**config.mk**
```make
export PLATFORM = sky130hd
export DESIGN_NAME = ram_dump_reader
export DESIGN_NICKNAME = d
export VERILOG_FILES = /design/src/rtl/ram_dump_pkg.sv /design/src/rtl/ram_dump_reader.sv
export SDC_FILE = /design/constraint.sdc
export NUM_CORES = 1
export LEC_CHECK = 0
export ABC_AREA = 1
export CAP_MARGIN = 20
export CORE_MARGIN = 2
export CORE_UTILIZATION = 39
export CTS_CLUSTER_DIAMETER = 200
export DETAILED_ROUTE_END_ITERATION = 6
export PLACE_DENSITY = 0.75
export RECOVER_POWER = 50
export SLEW_MARGIN = 20
export SYNTH_ARGS = -nofsm -noshare
export SYNTH_HDL_FRONTEND = slang
export SYNTH_SLANG_ARGS = --single-unit
```
**constraint.sdc**
```tcl
create_clock -name clk -period 1.28 [get_ports clk]
set_input_delay 0.128 -clock clk [delete_from_list [all_inputs] [get_ports clk]]
set_output_delay 0.128 -clock clk [all_outputs]
set_load 0.02 [all_outputs]
```
**src/rtl/ram_dump_pkg.sv**
```systemverilog
// Shared widths and the FSM state type for the RAM dump reader.
// Optional feature macro: RAM_DUMP_CHECKSUM_EN adds a checksum word (CSUM state).
package ram_dump_pkg;

  localparam int ADDR_W = 4;
  localparam int DATA_W = 8;
  localparam int DEPTH  = 16;

  // Last word address of a dump; the pointer stops here and never wraps.
  localparam logic [ADDR_W-1:0] LAST_ADDR = ADDR_W'(DEPTH - 1);

  typedef enum logic [2:0] {
    ST_IDLE    = 3'd0,
    ST_READ    = 3'd1,
    ST_WAIT    = 3'd2,
    ST_PRESENT = 3'd3,
    ST_DONE    = 3'd4
`ifdef RAM_DUMP_CHECKSUM_EN
    ,
    ST_CSUM    = 3'd5
`endif
  } state_t;

endpackage : ram_dump_pkg

```
**src/rtl/ram_dump_reader.sv**
```systemverilog
// Dumps all 16 words of a synchronous-read RAM onto a valid/ready stream.
// Per word: READ issues rd_en, WAIT captures rd_data, PRESENT offers the word.
// Optional feature macro: RAM_DUMP_CHECKSUM_EN appends a modulo-256 sum of the
// 16 dumped words as a 17th word (dump_addr = 0) before DONE.
//
// Handshake: a word moves on a rising clk edge where dump_valid and dump_ready
// are both 1. dump_valid, once raised, stays high with dump_addr/dump_data
// unchanged until that edge; dump_ready is ignored while dump_valid is low.
module ram_dump_reader
  import ram_dump_pkg::*;
(
  input  logic              clk,
  input  logic              reset,
  input  logic              start,
  output logic              rd_en,
  output logic [ADDR_W-1:0] rd_addr,
  input  logic [DATA_W-1:0] rd_data,
  output logic              dump_valid,
  input  logic              dump_ready,
  output logic [ADDR_W-1:0] dump_addr,
  output logic [DATA_W-1:0] dump_data,
  output logic              busy,
  output logic              done
);

  state_t            state;
  state_t            state_nxt;
  logic [ADDR_W-1:0] ptr;
  logic              xfer;
  logic              last_word;

`ifdef RAM_DUMP_CHECKSUM_EN
  logic [DATA_W-1:0] csum;
`endif

  assign xfer      = dump_valid & dump_ready;
  assign last_word = (ptr == LAST_ADDR);

  // State register; reset parks the FSM in IDLE from any state.
  always_ff @(posedge clk or negedge reset) begin
    if (!reset) begin
      state <= ST_IDLE;
    end else begin
      state <= state_nxt;
    end
  end

  // Next-state logic; start only matters in IDLE, dump_ready only while presenting.
  always_comb begin
    state_nxt = state;
    case (state)
      ST_IDLE:    if (start) state_nxt = ST_READ;
      ST_READ:    state_nxt = ST_WAIT;
      ST_WAIT:    state_nxt = ST_PRESENT;
      ST_PRESENT: begin
        if (dump_ready) begin
          if (!last_word) begin
            state_nxt = ST_READ;
          end else begin
`ifdef RAM_DUMP_CHECKSUM_EN
            state_nxt = ST_CSUM;
`else
            state_nxt = ST_DONE;
`endif
          end
        end
      end
`ifdef RAM_DUMP_CHECKSUM_EN
      ST_CSUM:    if (dump_ready) state_nxt = ST_DONE;
`endif
      ST_DONE:    state_nxt = ST_IDLE;
      default:    state_nxt = ST_IDLE;
    endcase
  end

  // Moore outputs decoded straight from the state register.
  always_comb begin
    rd_en      = (state == ST_READ);
    rd_addr    = ptr;
    busy       = (state != ST_IDLE);
    done       = (state == ST_DONE);
`ifdef RAM_DUMP_CHECKSUM_EN
    dump_valid = (state == ST_PRESENT) || (state == ST_CSUM);
`else
    dump_valid = (state == ST_PRESENT);
`endif
  end

  // Pointer, output word register and (optionally) the running checksum.
  always_ff @(posedge clk or negedge reset) begin
    if (!reset) begin
      ptr       <= '0;
      dump_addr <= '0;
      dump_data <= '0;
`ifdef RAM_DUMP_CHECKSUM_EN
      csum      <= '0;
`endif
    end else begin
      case (state)
        ST_IDLE: begin
          if (start) begin
            ptr <= '0;
`ifdef RAM_DUMP_CHECKSUM_EN
            csum <= '0;
`endif
          end
        end
        ST_WAIT: begin
          // RAM data is valid the cycle after rd_en, i.e. now.
          dump_data <= rd_data;
          dump_addr <= ptr;
        end
        ST_PRESENT: begin
          if (xfer) begin
            if (!last_word) ptr <= ptr + 1'b1;
`ifdef RAM_DUMP_CHECKSUM_EN
            csum <= csum + dump_data;
            // The final sum includes the word leaving on this edge.
            if (last_word) begin
              dump_data <= csum + dump_data;
              dump_addr <= '0;
            end
`endif
          end
        end
        default: ;
      endcase
    end
  end

endmodule : ram_dump_reader
```
==> results.json <==
{
  "status": "finished with violations",
  "violations": "setup timing",
  "h-tree-depth": 1,
  "layout-drive-gt1-share_pct": 28.0,
  "coreArea_sq_um": 2230,
  "reg2regPathDepth": 7,
  "viasPerCell": 4.78,
  "port_buffers": 31,
  "maxClockFrequency_ghz": 0.781,
  "max_stage_delay_ps": 470,
  "dp_cells": 184,
  "start_util_pct": 42.0,
  "cellLeakagePower_uw": 0.000781,
  "cp-startpoint": "state[2]",
  "clkLatencyLatePin_ps": 290,
  "clk_pin_slew_worst_paths_ps": 110,
  "ys_seq_elements": 19,
  "stdcell_count": 189,
  "cts_inserted_buffers": 3,
  "synth_area_per_cell_sq_um": 8.15,
  "r2r_start": "rd_addr[0]",
  "die_y_um": 53.0,
  "ys_async_sr_fraction_pct": 100,
  "layout_setup_ws_ps": -0.243,
  "gp_congestion": 0.766,
  "synth_area_sq_um": 937,
  "grt_pass1_vias": 807,
  "antennaDiodeCount": 0,
  "dp_hpwl_mm": 1.75,
  "grt_max_degree": 20,
  "yosys.area.top_type_share_pct": 50.7,
  "required_ps": 1150,
  "worst_r2r_endpoint": "rd_addr[2]",
  "slowest_stage": "dfrtp_2",
  "rows": 17,
  "cts_hold_buf": 0,
  "period_share_pct": 100,
  "die_area_sq_um": 2810,
  "final_nets": 175,
  "placed_cell_area_sq_um": 1380,
  "grt_usage_pct": 17.3,
  "die_w_um": 53.0,
  "cellPowerDensity_nw_per_um2": 2220,
  "crit_family": "flip-flops",
  "synth_flop_cell": "dfrtp_1",
  "pin_count": 32,
  "yosysTopAreaCell": "dfrtp_1",
  "cp.arrival_ps": 1150,
  "fin_skew_ps": 9.59,
  "holdWs_ps": 301,
  "drt-met1-wl_mm": 1.01,
  "worstMarginPinSlew_ps": 464,
  "finalPower_uw": 3170,
  "top_layer": "met3",
  "cts_root_buf": "clkbuf_4",
  "path_depth": 4,
  "synth_area_leaders": "dfrtp_1, nand2_1, nand3_1",
  "synth_warnings": 0,
  "rsz0062_at_grt": "true",
  "cp_cell_sequence": "inv_2 > nand3_1 > inv_1 > buf_4",
  "grt_overflow": 0,
  "drt_pre_antenna_iters": 6,
  "critPathMaxFanout": 4,
  "fin_setup_tns_ps": -0.243,
  "syn-num-nets": 128,
  "ys_types": 20,
  "maxSlewViolCount": 0,
  "worstSetupEndpointType": "output port",
  "grt_pass1_wl_mm": 3.54,
  "crit_end": "rd_en",
  "setup_violations": 1,
  "syn_inst": 115,
  "clockBufferDepth": 2,
  "drt_iter0_drc": 13,
  "crit_type": "reg -> out",
  "hold_path_class": "in -> async",
  "syn_to_final_growth_pct": 52.6,
  "antenna_found_initial": 0,
  "finalHoldViolations": 0,
  "cap_viol_max_count": 0,
  "ir_worst_vdd_v": 0.00123,
  "ys_seq_area_share_pct": 50.7,
  "synth_edf_count": 0,
  "fin_crit_ps": 1280,
  "r2r_setup_slack_ps": 20,
  "slew_headroom_pct": 69.0,
  "wirelength_mm": 2.28,
  "num_vias": 903,
  "path_buf_inv": 3,
  "cts.sink_count": 19,
  "cts_tree": "built",
  "ant_nets": 0,
  "wire_per_inst_um": 12.1,
  "met3WireLength_um": 83,
  "final_area_sq_um": 1430,
  "wl_met2_mm": 1.18,
  "start_kind": "flip-flop",
  "num-fill-cells": 199,
  "drc_errors": 0
}
## sequential cells by signal (all words and copies together) (netlist names)
register / cells
dump_data: 8
dump_addr: 4
rd_addr: 4
state: 3
## cell type report
class                   instances  area, sq um  area share, %
flip-flops and latches         19          482           33.7
multi-input cells              83          464           32.5
repair buffers                 45          385           26.9
inverters                      10         37.5           2.62
well taps                      28         35.0           2.45
clock buffers                   4         26.3           1.84
## cell usage in the layout, fill, tap and decap left out
master / netlist / routed
clkdlybuf4s50_1: 0 / 10
dfrtp_1: 19 / 14
clkbuf_4: 0 / 3
dlygate4sd2_1: 0 / 16
nor2_1: 7 / 6
nand2_1: 40 / 37
o21ai_1: 2 / 2
ha_4: 0 / 1
buf_2: 1 / 2
clkbuf_1: 1 / 1
inv_1: 6 / 6
clkbuf_2: 0 / 1
dlygate4sd3_1: 0 / 1
nand2_2: 3 / 4
nor2_4: 2 / 3
nor3_4: 0 / 1
dfrtp_2: 0 / 5
inv_2: 4 / 4
buf_4: 1 / 13
a22oi_1: 1 / 1
nand4_1: 1 / 1
o21ai_4: 0 / 1
nand3b_1: 1 / 1
nor3_1: 3 / 2
nand3_1: 18 / 18
buf_6: 0 / 2
nand2_4: 2 / 4
nand3_2: 1 / 1
## layer usage
metal / vias to the layer above / track usage, %
met5: - / 0
met4: 0 / 5.13
met3: 0 / 3.67
met2: 15 / 29.8
met1: 427 / 21.6
li1: 461 / -
## synthesized netlist by cell type, types with 2 or more instances
master and n:
dfrtp_1 19, inv_1 6, inv_2 4, nand3_1 18, nand2_1 40, nor3_1 3, nand2_4 2, nand2_2 3
nor2_1 7, nor2_4 2, o21ai_1 2
## logic make-up (layout without fill, tap and decap cells)
family,Yosys count,count (layout),share of synthesized area [%]
AO/OA/AOI/OAI,4,4,2.80
flip-flops,19,19,50.7
AND/OR/NAND/NOR,78,78,39.4
adder cells (fa/ha/maj),1,1,1.33
buffers and inverters,13,59,5.74
## worst min path at each step
stage | start | endpoint | slack (ps) | cells after the start
after floorplan | reset | dump_addr[0] | -170 | 0
after global placement | dump_data[0] | dump_data[0] | 450 | 2
after detailed placement | dump_data[2] | dump_data[2] | 460 | 2
after CTS | reset | state[2] | 160 | 2
after global routing | reset | state[2] | 350 | 2
final | reset | state[2] | 300 | 2
## report_power, final
| group | switching [uW] | internal (uW) | total [uW] |
|---|---|---|---|
| clock | 170 | 121 | 291 |
| sequential | 194 | 834 | 1030 |
| combinational | 1080 | 769 | 1850 |
## stage by stage
| step | util, % | setup slack [ps] |
|---|---|---|
| after floorplan | - | 7.24 |
| after global placement | 62.0 | -108 |
| after detailed placement | 62.0 | -147 |
| after CTS | 62.0 | -24.8 |
| after global routing | 64.0 | -79.3 |
| final | 64.0 | -0.243 |
## what timing repair did
item,in CTS,in global routing
resized for setup,37,11
pin swaps,2,1
endpoints found under the setup margin,24,18
buffers inserted,0,1
Power figures use the tool's default switching activity.
